--- config.mk ---
export PLATFORM = sky130hd
export DESIGN_NAME = halt_detector_flat
export DESIGN_NICKNAME = d
export VERILOG_FILES = /design/src/rtl/halt_detector_if.sv /design/src/rtl/halt_detector.sv /design/src/flat_wrapper.sv
export SDC_FILE = /design/constraint.sdc
export NUM_CORES = 1
export LEC_CHECK = 0
export ABC_AREA = 1
export CORE_MARGIN = 2
export CORE_UTILIZATION = 44
export DETAILED_ROUTE_END_ITERATION = 10
export PLACE_DENSITY_LB_ADDON = 0.05
export SLEW_MARGIN = 20
export SYNTH_ARGS = -nofsm -noshare
export SYNTH_HDL_FRONTEND = slang
export SYNTH_SLANG_ARGS = --single-unit
--- constraint.sdc ---
create_clock -name clk -period 1.6 [get_ports clk]
set_input_delay 0.48 -clock clk [delete_from_list [all_inputs] [get_ports clk]]
set_output_delay 0.48 -clock clk [all_outputs]
set_load 0.02 [all_outputs]
--- src/rtl/halt_detector_if.sv ---
// halt_detector_if: retirement stream and store-drain status seen by the halt detector
interface halt_detector_if #(
   parameter int INSTR_W = 16,
   parameter int PC_W    = 16
);
   logic               retire_valid;
   logic [INSTR_W-1:0] retire_instr;
   logic [PC_W-1:0]    retire_pc;
   logic               store_pending;
   modport master (output retire_valid, retire_instr, retire_pc, store_pending);
   modport slave  (input  retire_valid, retire_instr, retire_pc, store_pending);
endinterface

--- src/rtl/halt_detector.sv ---
// halt_detector: detects halt instruction or retire limit, drains stores, then raises sticky isHalt
module halt_detector #(
   parameter int                 INSTR_W      = 16,
   parameter int                 PC_W         = 16,
   parameter logic [INSTR_W-1:0] HALT_INSTR   = 16'hFFFF,
   parameter int unsigned        DRAIN_CYCLES = 4,
   parameter logic [31:0]        MAX_RETIRE   = 32'd0
) (
   input  logic             clk,
   input  logic             rst_n,
   halt_detector_if.slave   rif,
   output logic             isHalt,
   output logic             halt_pending,
   output logic             halt_cause,
   output logic [PC_W-1:0]  halt_pc,
   output logic [31:0]      retired_count
);
   typedef enum logic [1:0] {RUN = 2'b00, DRAIN = 2'b01, HALT = 2'b10} state_t;
   state_t          state_q, state_d;
   logic [7:0]      drain_q, drain_d;
   logic [31:0]     retired_count_q, retired_count_d;
   logic [PC_W-1:0] halt_pc_q, halt_pc_d;
   logic            halt_cause_q, halt_cause_d;
   logic [31:0]     cnt_inc;
   logic            hit_halt, hit_lim, enter;
   always_ff @(posedge clk or negedge rst_n) begin
      if (!rst_n) begin
         state_q         <= RUN;
         drain_q         <= '0;
         retired_count_q <= '0;
         halt_pc_q       <= '0;
         halt_cause_q    <= 1'b0;
      end else begin
         state_q         <= state_d;
         drain_q         <= drain_d;
         retired_count_q <= retired_count_d;
         halt_pc_q       <= halt_pc_d;
         halt_cause_q    <= halt_cause_d;
      end
   end
   always_comb begin
      cnt_inc  = (retired_count_q == '1) ? retired_count_q : retired_count_q + 32'd1;
      hit_halt = rif.retire_valid && (rif.retire_instr == HALT_INSTR);
      hit_lim  = rif.retire_valid && (MAX_RETIRE != 32'd0) && (cnt_inc == MAX_RETIRE);
      enter    = (state_q == RUN) && (hit_halt || hit_lim);
      state_d  = enter ? DRAIN :
                 (state_q == DRAIN && !rif.store_pending && drain_q == 8'd0) ? HALT : state_q;
   end
   always_comb begin
      retired_count_d = (state_q == RUN && rif.retire_valid) ? cnt_inc : retired_count_q;
      halt_pc_d       = enter ? rif.retire_pc : halt_pc_q;
      halt_cause_d    = enter ? !hit_halt : halt_cause_q;
      drain_d         = enter ? 8'(DRAIN_CYCLES) :
                        (state_q == DRAIN && !rif.store_pending && drain_q != 8'd0) ? drain_q - 8'd1 : drain_q;
   end
   always_comb begin
      isHalt        = state_q[1];
      halt_pending  = state_q[0];
      halt_cause    = halt_cause_q;
      halt_pc       = halt_pc_q;
      retired_count = retired_count_q;
   end
endmodule

--- src/flat_wrapper.sv ---
// flat-port wrapper written by rule: the top's interface ports become plain ports
module halt_detector_flat 
#(
   parameter int                 INSTR_W      = 16,
   parameter int                 PC_W         = 16,
   parameter logic [INSTR_W-1:0] HALT_INSTR   = 16'hFFFF,
   parameter int unsigned        DRAIN_CYCLES = 4,
   parameter logic [31:0]        MAX_RETIRE   = 32'd0
)
  (clk, rst_n, isHalt, halt_pending, halt_cause, halt_pc, retired_count, rif_retire_valid, rif_retire_instr, rif_retire_pc, rif_store_pending);
  halt_detector_if #(.INSTR_W(INSTR_W), .PC_W(PC_W)) rif_i ();
  input  logic clk;
  input  logic rst_n;
  output logic isHalt;
  output logic halt_pending;
  output logic halt_cause;
  output logic [PC_W-1:0] halt_pc;
  output logic [31:0] retired_count;
  input wire logic [$bits(rif_i.retire_valid)-1:0] rif_retire_valid;
  input wire logic [$bits(rif_i.retire_instr)-1:0] rif_retire_instr;
  input wire logic [$bits(rif_i.retire_pc)-1:0] rif_retire_pc;
  input wire logic [$bits(rif_i.store_pending)-1:0] rif_store_pending;
  assign rif_i.retire_valid = rif_retire_valid;
  assign rif_i.retire_instr = rif_retire_instr;
  assign rif_i.retire_pc = rif_retire_pc;
  assign rif_i.store_pending = rif_store_pending;
  halt_detector #(.INSTR_W(INSTR_W), .PC_W(PC_W), .HALT_INSTR(HALT_INSTR), .DRAIN_CYCLES(DRAIN_CYCLES), .MAX_RETIRE(MAX_RETIRE)) u_core (.clk(clk), .rst_n(rst_n), .rif(rif_i), .isHalt(isHalt), .halt_pending(halt_pending), .halt_cause(halt_cause), .halt_pc(halt_pc), .retired_count(retired_count));
endmodule
== After elaboration in Yosys (flattened, before gate mapping) ==
Cells that the tools add are included.
Word-level totals
  register bits after elaboration: 59
  input bits: 36
  output and inout port bits: 51
  word-level logic and storage cells: 29
Operators by class
  $add $sub $neg: 2
  eq/ne operators: 3
  mux-type cells: 4
  bitwise operators: 1
  reduce and logical (&&, ||, !) cells: 14
Operator list (count)
  adder 32 x 1 -> 32 bit (second input constant): 1
  equality test 32 bit (second input constant): 1
  equality test 16 bit (second input constant): 1
  two-way mux 8 bit: 2
  logical NOT 8 bit: 1
  nonzero test 8 bit: 1
  subtractor 8 x 1 -> 8 bit (second input constant): 1
  logical AND 1 bit: 6
  two-way mux 2 bit: 2
  nonzero test 2 bit: 2
  equality test 2 x 1 -> 1 bit (second input constant): 1
  logical NOT 1 bit: 2
  logical NOT 2 bit: 1
  AND reduction 2 bit: 1
  inverter 1 bit: 1

== Depth between registers and ports, before layout ==
  word-level depth: 5
  depth in mapped cells: 11
  gate-level depth less buffers: 10

== Least setup slack after synthesis ==
OpenSTA, ideal clock, no wires.
  path kind: reg2reg
  start: register u_core.retired_count_q[0], in the netlist u_core.retired_count[0]
  end: register u_core.retired_count_q[17], in the netlist u_core.retired_count[17]
  setup time: 0.117 ns
  arrival time: 1.701 ns
  required time: 1.483 ns
  path slack: -0.217 ns
  stages on the path, launching flop included: 12
  buffers on the path: 1
  period minus slack after synthesis: 1.817 ns
  cells stage by stage: dfrtp_1 ha_1 inv_1 nor2_4 nand2_4 nor2_8 nand2_4 nand2_4 inv_4 buf_6 nand2_1 nand2_1
Between the ends
  cells in the longest elaborated chain, start to end: 3
  elaborated cells between the ends (all ways): 4
  classes of those cells: add/sub: 1; eq/ne: 1; bitwise: 1; reduce/logical: 1
RTL lines
  from (decl): line halt_detector.sv:21  | logic [31:0] retired_count_q, retired_count_d;
  from (signal assigned): line halt_detector.sv:36  | retired_count_q <= retired_count_d;
  branches (longest 3 deep; another with adder 32 x 1 -> 32 bit)
Several ways; the timed one is not identified.
A chain may end at the register's enable or synchronous reset.

== Final worst setup path ==
  start: register u_core.retired_count_q[14], in the netlist u_core.retired_count[14]
  end: output port retired_count[14]
RTL lines
  to (decl): line flat_wrapper.sv:18  | output logic [31:0] retired_count;
No word-level cell between the ends.

==> qor.txt <==
Clk sinks: 59
Hold Crit Class: in2async
Adder-Cell Fraction of Synth Area: 0.724%
Top-level I/O count: 87
Post-route ant nets: 0
Clk network pwr share: 47.2%
Overflow after GRT: 0
Post-synth top area share: 42.7%
Post-synthesis cell type with the largest combined area: dfrtp_1
Seq/Total Area, Yosys: 42.7%
Worst-margin pin slew: 0.329 ns
H-tree depth: 3
CP Launch Type: flop
Clock Skew: 0.00992 ns
Area growth, synth to finish: 45.7%
Largest net degree at the start of global routing: 60
Share of layout cells above drive strength 1: 17.9%
Fmax: 0.635 GHz
Pwr Density: 612 nW/um^2
R2R setup slack: 0.07 ns
Post-DP HPWL: 6920 um
Vias in the first global route: 3482
Design Power: 3.08 mW
Status: finished clean
Drt pass-1 iters: 7
Area occupied by multi-input gates: 1810 um^2
Core area: 7690 um^2
RSZ-0062 raised after global routing: true
Sw Share: 24.8%
Hold WS: 0.116 ns
Post-synthesis cell type count: 24
Final worst path period share: 98.5%
Residual DRC: 0
Clk_lat worst skew: 0.35 ns
Placed Cells: 738
CTS tree: done
Mapped Nets: 556
CTS Root Cell: clkbuf_8
Slew Limit Fails: 0
Static Leakage: 2.58 nW
Post-Synth Simple-Gate Area: 44.8%
Synth Area in Compound Gates: 1.30%
Max cap viols: 0
WL/cell: 12.7 um
Synth top area cells: dfrtp_1 43%, nand2_1 28%, nor2_1 7.7%
P_int: 2.32 mW
First-pass GRT wire length: 15900 um
Minimum clock period: 1.58 ns
Vias/cell: 4.75
Final std cells w/o fill: 761
Crit-path cells: dlygate4sd2_1
CP delay by family, top: flip-flops
Die width: 92.6 um
CP endpoint kind: output pin
Yosys warning total: 0
Hold_buf cts: 0
Sequential share of power: 48.3%
Combinational share of power: 4.4%
Cell Area, Synth: 3460 um^2
Switch Pwr: 0.764 mW
Core Rows: 32
Starting Density: 45.0%
Max-Slew Margin vs Limit: 78.1%
CP arrival: 1.10 ns
All-Layer GR Usage: 23.7%
Synth Register Bits: 59
VDD IR-drop max: 0.000668 V
Dpl ws: -0.302 ns
WP buf/inv: 1
Critical path required time: 1.12 ns
CP max stage delay: 0.38 ns
Final worst slack: 0.0243 ns
CP Class: reg2out
CTS Buf Count: 9
Die H: 92.6 um
WL final: 9650 um
Max stage delay cell, worst path: dfrtp_1
Number of DRC markers in iteration 0: 170
Vias: 3618
Clock tree buffer depth: 2
N_diodes: 0
Register area: 1490 um^2
Final hold vios: 0
I/O Buffers: 86
Cells after synthesis: 518
Clk pin slew, worst setup/hold paths: 0.08 ns
Final setup violating endpoints: 0
Main combinational cell family by area after synthesis: simple AND/OR/NAND/NOR gates
Fill cell count: 708
Die Area: 8580 um^2
Antenna violations before repair: 0
Syn Area/Cell: 6.67 um^2
GPL Wtd Cong: 0.873
Post-synthesis xor/xnor area fraction: 3.80%
Post-synthesis mux area share: 0%
Crit-path max FO: 3
Fin nets: 692
-- final timing paths --
| kind | startpoint | end | cells past startpoint |
|---|---|---|---|
| setup / recovery | u_core.retired_count[14] | retired_count[14] | 1 |
| hold / removal | rst_n | u_core.drain_q[4] | 2 |
| setup reg to reg | u_core.drain_q[0] | u_core.drain_q[2] | 9 |
| hold reg to reg | u_core.drain_q[0] | u_core.drain_q[0] | 1 |
| max in group asynchronous | rst_n | u_core.retired_count[17] | 2 |
| min in group clk | u_core.drain_q[0] | u_core.drain_q[0] | 1 |
-- power by group through the flow --
stage	combinational [mW]	clock, mW	sequential (mW)
final	0.137	1.46	1.49
after global routing	0.152	1.56	1.49
after CTS	0.140	1.48	1.49
after detailed placement	0.139	0	1.52
after global placement	0.138	0	1.52
after floorplan	0.00841	0	1.52
-- cells by family after synthesis --
kind of cell | after synthesis
adder cells (fa/ha/maj) | 2
flip-flops | 59
AND/OR/NAND/NOR | 380
buffers and inverters | 53
AO/OA/AOI/OAI | 9
XOR/XNOR | 15
-- through the flow --
step / utilization (%) / area, um^2 / setup TNS [ns]
floorplan: - / 3470 / 0
global placement: 61.6 / 4730 / -10.20
detailed placement: 61.6 / 4730 / -12.17
CTS: 64.0 / 4920 / 0
global route: 65.5 / 5040 / -0.265
finish: 65.5 / 5040 / 0
-- timing repair --
action / 4_1_cts / 5_1_grt
buffers inserted: 0 / 6
cloned: 0 / 1
setup endpoints to repair: 53 / 71
gates resized for setup: 84 / 47
-- state kept, by name, summed over array words and instances, names as in the netlist --
| signal | flops |
|---|---|
| u_core.retired_count | 32 |
| u_core.halt_pc | 16 |
| u_core.drain_q | 8 |
| u_core.state_q | 2 |
| u_core.halt_cause | 1 |
-- cells in the final DEF (no fill, tap or decap), drive strengths merged, types with 8 or more instances in the layout --
| cell | n |
|---|---|
| buf | 48 |
| clkbuf | 17 |
| clkdlybuf4s15 | 18 |
| clkdlybuf4s50 | 34 |
| dfrtp | 59 |
| dlygate4sd2 | 25 |
| inv | 48 |
| nand2 | 262 |
| nand3 | 31 |
| nand4 | 8 |
| nor2 | 75 |
| xor2 | 8 |
-- final cells by class --
type | instances | area share (%)
tap | 102 | 2.53
timing repair buffer | 133 | 24.3
inverter | 45 | 3.60
clock buffer | 9 | 2.46
multi-input combinational | 406 | 35.9
clock inverter | 7 | 1.61
sequential | 59 | 29.6
-- Yosys cell counts (all sizes together) --
master	instances
a21oi	2
xor2	8
nor3	3
dfrtp	59
buf	5
nand3b	1
ha	2
nor2	75
inv	44
o21ai	7
nand3	31
clkbuf	3
xnor2	7
nand2	262
nand4	8
clkinv	1
-- layer usage --
metal	track usage, %	vias up	share of wire, %	routed length (um)
met5	0	-	0	0
met4	8.82	0	2.2	215
met3	4.39	17	5.9	572
met2	38.0	100	44	4280
met1	32.0	1643	48	4590
li1	-	1858	-	-
Power figures use the tool's default switching activity.
